File: config.mk
export PLATFORM = sky130hd
export DESIGN_NAME = operand_fetch
export DESIGN_NICKNAME = d
export VERILOG_FILES = /design/src/rtl/operand_fetch_pkg.sv /design/src/rtl/operand_fetch_bypass.sv /design/src/rtl/operand_fetch.sv
export SDC_FILE = /design/constraint.sdc
export NUM_CORES = 1
export LEC_CHECK = 0
export BUFFER_PORTS_ARGS = -buffer_cell sky130_fd_sc_hd__buf_4
export CORE_MARGIN = 10
export CORE_UTILIZATION = 40
export CTS_CLUSTER_SIZE = 20
export DETAILED_ROUTE_END_ITERATION = 8
export PLACE_DENSITY_LB_ADDON = 0.3
export SLEW_MARGIN = 20
export SYNTH_ARGS = -nofsm -noshare
export SYNTH_HDL_FRONTEND = slang
export SYNTH_SLANG_ARGS = --single-unit
File: constraint.sdc
create_clock -name clk -period 2.4 [get_ports clk]
set_input_delay 0.72 -clock clk [delete_from_list [all_inputs] [get_ports clk]]
set_output_delay 0.72 -clock clk [all_outputs]
set_load 0.01 [all_outputs]
File: src/rtl/operand_fetch_pkg.sv
// Shared uop, writeback and branch types for the operand fetch stage.
// EX_UOp is the execute-bound uop: R_UOp control fields plus resolved operands.
package operand_fetch_pkg;

  localparam int TAG_W = 7;
  localparam int SQN_W = 7;

  typedef logic [TAG_W-1:0] Tag;
  typedef logic [SQN_W-1:0] SqN;

  typedef enum logic [2:0] {
    FU_INT    = 3'd0,
    FU_LSU    = 3'd1,
    FU_MUL    = 3'd2,
    FU_DIV    = 3'd3,
    FU_BRANCH = 3'd4
  } FU_t;

  typedef struct packed {
    logic [31:0] imm;
    Tag          tagA;
    Tag          tagB;
    Tag          tagDst;
    logic [4:0]  nmDst;
    logic [5:0]  opcode;
    logic [4:0]  fetchID;
    logic [2:0]  fetchOffs;
    SqN          sqN;
    SqN          storeSqN;
    SqN          loadSqN;
    FU_t         fu;
    logic        compressed;
  } R_UOp;

  typedef struct packed {
    logic [31:0] srcA;
    logic [31:0] srcB;
    logic [31:0] imm;
    SqN          sqN;
    Tag          tagDst;
    logic [4:0]  nmDst;
    logic [5:0]  opcode;
    logic [4:0]  fetchID;
    logic [2:0]  fetchOffs;
    SqN          storeSqN;
    SqN          loadSqN;
    FU_t         fu;
    logic        compressed;
  } EX_UOp;

  typedef struct packed {
    Tag          tagDst;
    logic [31:0] result;
  } RES_UOp;

  typedef struct packed {
    logic taken;
    SqN   sqN;
  } BranchProv;

  // Wrap-safe age compare: a is strictly younger than b.
  function automatic logic is_younger(input SqN a, input SqN b);
    SqN d;
    d = a - b;
    return $signed(d) > 0;
  endfunction

endpackage

File: src/rtl/operand_fetch_bypass.sv
// Per-operand source select: immediate-zero tag, live result bus,
// entry-cycle bypass capture, then register file data.
module operand_bypass
  import operand_fetch_pkg::*;
#(
  parameter int RESULT_BUS_COUNT = 4
) (
  input  Tag          i_tag,
  input  logic        i_resultValid[RESULT_BUS_COUNT],
  input  RES_UOp      i_resultUOp[RESULT_BUS_COUNT],
  input  logic        i_bypValid,
  input  logic [31:0] i_bypData,
  input  logic [31:0] i_rfData,
  output logic [31:0] o_data
);

  // Descending scan so the lowest-index matching bus is the last writer.
  always_comb begin
    o_data = i_bypValid ? i_bypData : i_rfData;
    for (int i = RESULT_BUS_COUNT - 1; i >= 0; i--) begin
      if (i_resultValid[i] && (i_resultUOp[i].tagDst == i_tag))
        o_data = i_resultUOp[i].result;
    end
    if (i_tag[TAG_W-1])
      o_data = '0;
  end

endmodule

File: src/rtl/operand_fetch.sv
// Two-stage operand fetch: S1 holds the uop while the RF read is in flight,
// S2 is the output register toward execute. Handles bypass, stall and flush.
module operand_fetch
  import operand_fetch_pkg::*;
#(
  parameter int RESULT_BUS_COUNT = 4
) (
  input  logic        clk,
  input  logic        rst,
  input  logic        IN_stall,
  output logic        OUT_stall,
  input  logic        IN_uopValid,
  input  R_UOp        IN_uop,
  input  logic        IN_resultValid[RESULT_BUS_COUNT],
  input  RES_UOp      IN_resultUOp[RESULT_BUS_COUNT],
  input  BranchProv   IN_branch,
  output logic [5:0]  OUT_rfReadAddr[2],
  input  logic [31:0] IN_rfReadData[2],
  output logic        OUT_valid,
  output EX_UOp       OUT_uop
);

  logic             r_s1Valid;
  R_UOp             r_s1Uop;
  logic [1:0]       r_bypValid;
  logic [1:0][31:0] r_bypData;
  logic             r_s2Valid;
  EX_UOp            r_s2Uop;

  logic             w_s2Adv;
  logic             w_s1Adv;
  logic             w_accept;
  logic             w_killS1;
  logic             w_killS2;
  logic             w_killIn;
  Tag               w_inTag[2];
  Tag               w_s1Tag[2];
  logic [1:0]       w_capValid;
  logic [1:0][31:0] w_capData;
  logic [31:0]      w_src[2];
  EX_UOp            w_s2Next;

  assign w_inTag[0] = IN_uop.tagA;
  assign w_inTag[1] = IN_uop.tagB;
  assign w_s1Tag[0] = r_s1Uop.tagA;
  assign w_s1Tag[1] = r_s1Uop.tagB;

  assign w_killS1 = IN_branch.taken && is_younger(r_s1Uop.sqN, IN_branch.sqN);
  assign w_killS2 = IN_branch.taken && is_younger(r_s2Uop.sqN, IN_branch.sqN);
  assign w_killIn = IN_branch.taken && is_younger(IN_uop.sqN, IN_branch.sqN);

  assign w_s2Adv   = !r_s2Valid || !IN_stall;
  assign w_s1Adv   = w_s2Adv || !r_s1Valid;
  assign OUT_stall = r_s1Valid && !w_s2Adv;
  assign w_accept  = IN_uopValid && !OUT_stall && !w_killIn;

  // A bus write in the entry cycle races the RF read, so catch it here.
  always_comb begin
    for (int j = 0; j < 2; j++) begin
      w_capValid[j] = 1'b0;
      w_capData[j]  = '0;
      for (int i = RESULT_BUS_COUNT - 1; i >= 0; i--) begin
        if (IN_resultValid[i] && (IN_resultUOp[i].tagDst == w_inTag[j])) begin
          w_capValid[j] = 1'b1;
          w_capData[j]  = IN_resultUOp[i].result;
        end
      end
    end
  end

  for (genvar j = 0; j < 2; j++) begin : g_opnd
    // Held S1 re-issues its own tags so the RF data stays current.
    assign OUT_rfReadAddr[j] = w_s1Adv ? w_inTag[j][5:0] : w_s1Tag[j][5:0];

    operand_bypass #(
      .RESULT_BUS_COUNT (RESULT_BUS_COUNT)
    ) u_byp (
      .i_tag         (w_s1Tag[j]),
      .i_resultValid (IN_resultValid),
      .i_resultUOp   (IN_resultUOp),
      .i_bypValid    (r_bypValid[j]),
      .i_bypData     (r_bypData[j]),
      .i_rfData      (IN_rfReadData[j]),
      .o_data        (w_src[j])
    );
  end

  always_comb begin
    w_s2Next            = '0;
    w_s2Next.srcA       = w_src[0];
    w_s2Next.srcB       = w_src[1];
    w_s2Next.imm        = r_s1Uop.imm;
    w_s2Next.sqN        = r_s1Uop.sqN;
    w_s2Next.tagDst     = r_s1Uop.tagDst;
    w_s2Next.nmDst      = r_s1Uop.nmDst;
    w_s2Next.opcode     = r_s1Uop.opcode;
    w_s2Next.fetchID    = r_s1Uop.fetchID;
    w_s2Next.fetchOffs  = r_s1Uop.fetchOffs;
    w_s2Next.storeSqN   = r_s1Uop.storeSqN;
    w_s2Next.loadSqN    = r_s1Uop.loadSqN;
    w_s2Next.fu         = r_s1Uop.fu;
    w_s2Next.compressed = r_s1Uop.compressed;
  end

  always_ff @(posedge clk or negedge rst) begin
    if (!rst) begin
      r_s1Valid  <= 1'b0;
      r_s1Uop    <= '0;
      r_bypValid <= '0;
      r_bypData  <= '0;
      r_s2Valid  <= 1'b0;
      r_s2Uop    <= '0;
    end else begin
      if (w_s2Adv) begin
        r_s2Valid <= r_s1Valid && !w_killS1;
        if (r_s1Valid)
          r_s2Uop <= w_s2Next;
      end else begin
        r_s2Valid <= r_s2Valid && !w_killS2;
      end

      if (w_s1Adv) begin
        r_s1Valid <= w_accept;
        if (w_accept) begin
          r_s1Uop    <= IN_uop;
          r_bypValid <= w_capValid;
          r_bypData  <= w_capData;
        end
      end else begin
        r_s1Valid <= r_s1Valid && !w_killS1;
      end
    end
  end

  assign OUT_valid = r_s2Valid;
  assign OUT_uop   = r_s2Uop;

endmodule

==> reports/qor.yml <==
routing:
  drt-pass1-iter-count: 7
  ant_nets: 0
  drt-total-wl_um: 81920
  dr_total_vias: 18220
  route.detailed.drc: 0
  wl_per_cell_um: 26.95
  drtIter0Drc: 1898
  viasPerCell: 5.993
power:
  pwr-share-comb: 0.380
  p_leak_uw: 0.01186
  power.total_uw: 23340
  p_int_uw: 15620
  ir_drop_v: 0.0006373
  swShare: 0.3309
  power.switching_uw: 7723
  seq_power_share: 0.351
  powerDensity_nw_per_um2: 870.2
  p_clk_frac: 0.269
die:
  core_area_um2: 46650
  rows: 79
  io_pins: 494
  start_util: 0.4059
  die_w_um: 237.6
  die_y_um: 237.6
  dieArea_um2: 56450
clock_network:
  numClockSinks: 312
  ctsHoldBuffers: 0
  cts-buffers-inserted: 38
  clock_latency_ns: 0.57
  cts-root-buf: "clkbuf_16"
  clk_pin_slew_worst_paths_ns: 0.06
  clock_path_buffers: 3
  ctsHtreeMaxLevel: 2
  cts_tree: "yes"
grt:
  overflow: 0
  grt_pass1_wl_um: 121300
  grt_pass1_vias: 19300
  antenna_found_initial: 9
  grt_max_degree: 68
  gr-usage-all-layers: 0.2780
layout:
  final_common_cell: "buf_4"
  multi_input_area_um2: 10510
  fin_cells: 3040
  mostFrequentLayoutCells: "607 x buf_4, 309 x dfrtp_1, 167 x mux2_2"
  layout-drive-gt1-share: 0.4429
  fillers: 3912
  seqCellArea_um2: 7811
  area_growth_pct: 41.61
  nets: 2751
synth:
  synth_area_per_cell_um2: 10.22
  syn-cell-area_um2: 18940
  ys_seq_elements: 312
  yosysSeqAreaShare: 0.4123
  syn-num-nets: 2207
  syn_inst: 1853
  synth-main-ff-cell: "dfrtp_1"
  yosysWarnings: 0
  synth_cell_type_count: 54
  synth-edff-count: 0
  ys_async_sr_fraction: 1.000
worst_setup_path:
  reg2reg_slack_ns: 0.07
  cp_data_required_time_ns: 2.85
  worst_r2r_path_depth: 7
  cp.arrival_ns: 3.13
  regToRegEndpoint: "OUT_uop[137]"
  worstSetupEndpointType: "register"
  crit_fanout: 7
  crit_type: "in -> reg"
  worstReg2RegStart: "r_s1Uop[61]"
  crit_path_start_kind: "primary input"
timing:
  setup-violations-final: 176
  maxSlewViolCount: 0
  tns_ns: -33.29
  clock.fmax_ghz: 0.3729
  finalCritPeriodShare: 1.117
  final_hold_viol_count: 0
  finClkSkew_ns: 0.02682
  finalCriticalPeriod_ns: 2.682
  rsz0062_at_grt: "yes"
  fin_ws_ns: -0.2818
  worst_pin_slew_ns: 0.5728
  maxSlewHeadroom: 0.6182
placement:
  place_congestion: 0.9039
  dp.cells: 2943
  hpwl_um: 58820
  port_buffers: 493
  dp_slack_ns: -0.8714
flow_run:
  maxCapViolCount: 0
status:
  status: "finished, violations left"
  violations: "setup timing"
min_path:
  worstHoldPathType: "in -> async"
==> worst max path at each step <==
stage                     startpoint       endpoint  slack, ns  cells past startpoint
final                     IN_uop[18]  r_bypData[28]      -0.28                     15
after global routing      IN_uop[18]    r_s1Uop[81]      -0.35                     14
after CTS                 IN_uop[18]    r_s1Uop[80]      -0.24                     14
after detailed placement  IN_uop[18]  r_bypData[54]      -0.87                     13
after global placement    IN_uop[18]  r_bypData[54]      -0.88                     13
after floorplan           IN_uop[18]    r_s1Uop[65]      -0.40                     12
==> power by group through the flow <==
stage          Sequential [µW]  Combinational (µW)  Clock (µW)
2_1_floorplan             8320                3860           0
3_3_place_gp              8140                8280           0
3_5_place_dp              8210                8440           0
4_1_cts                   8140                8810        6370
5_1_grt                   8360                9470        6580
6_report                  8180                8870        6290
==> state kept, by name, indices dropped and copies added (netlist names) <==
register / cells
r_s1Uop: 97
r_s1Valid: 1
OUT_uop: 147
OUT_valid: 1
r_bypValid: 2
r_bypData: 64
==> synth_stat cells, drive strengths merged, types with 5 or more instances <==
| library cell | count | area share |
|---|---|---|
| a211oi | 91 | 0.036 |
| mux2i | 70 | 0.037 |
| mux2 | 287 | 0.17 |
| o21a | 35 | 0.014 |
| nand2 | 44 | 0.0087 |
| a21oi | 47 | 0.012 |
| clkbuf | 110 | 0.022 |
| nand3 | 34 | 0.0090 |
| buf | 75 | 0.024 |
| xor2 | 31 | 0.014 |
| dfrtp | 312 | 0.41 |
| nor2 | 52 | 0.010 |
| a22oi | 63 | 0.025 |
| ha | 18 | 0.012 |
| a311oi | 31 | 0.014 |
| a221oi | 29 | 0.013 |
| and4 | 5 | 0.0023 |
| xnor2 | 93 | 0.043 |
| nor4 | 7 | 0.0023 |
| inv | 81 | 0.016 |
| o21ai | 198 | 0.052 |
| nor3 | 70 | 0.018 |
| nand4 | 26 | 0.0086 |
==> layer usage <==
metal,GRT usage,routed length (µm),vias to the layer above,part of all wire
li1,-,-,7878,-
met2,0.4642,39800,1074,0.49
met4,0.1196,3270,4,0.040
met5,0,33,-,0.00040
met1,0.3374,31620,9005,0.39
met3,0.06607,7203,258,0.088
==> cell families after synthesis <==
family                   after synthesis  synth area share
AO/OA/AOI/OAI                        517            0.1774
XOR/XNOR                             124           0.05735
adder cells (fa/ha/maj)               21           0.01506
buffers and inverters                266           0.06184
flip-flops                           312            0.4123
multiplexers                         357            0.2100
AND/OR/NAND/NOR                      256           0.06607
==> stage by stage <==
stage	utilization	instance area, µm²	hold WS [ns]
after detailed placement	0.5310	24770	0.4914
final	0.5748	26820	0.09360
after CTS	0.5715	26660	0.08795
after global placement	0.5310	24770	0.4854
after global routing	0.5748	26820	0.09720
after floorplan	-	19210	0.4244
==> final cells by class <==
type / instances / share of cell area
diodes: 8 / 0.0007465
clock buffers: 53 / 0.04054
clock inverters: 15 / 0.009331
inverters: 81 / 0.01180
multi-input cells: 1275 / 0.3919
flip-flops and latches: 312 / 0.2913
well taps: 607 / 0.02832
repair buffers: 689 / 0.2260
==> repair_timing <==
item	4_1_cts	5_1_grt
buffers inserted	15	5
gates resized for setup	76	50
setup endpoints to repair	170	180
hold endpoints to repair	0	0
cloned	6	1
pin swaps	2	3
==> worst max-delay path: stages <==
cell and delay, ns:
buf_8 0.11, inv_12 0.04, ha_4 0.13, inv_2 0.04, fa_2 0.35, a211oi_2 0.26, o21bai_1 0.09, a21oi_1 0.18
xnor2_1 0.18, a31oi_4 0.14, buf_12 0.16, buf_12 0.15, buf_8 0.14, buf_16 0.14, mux2_4 0.30
Note: power is estimated with default switching activity, not from simulation.
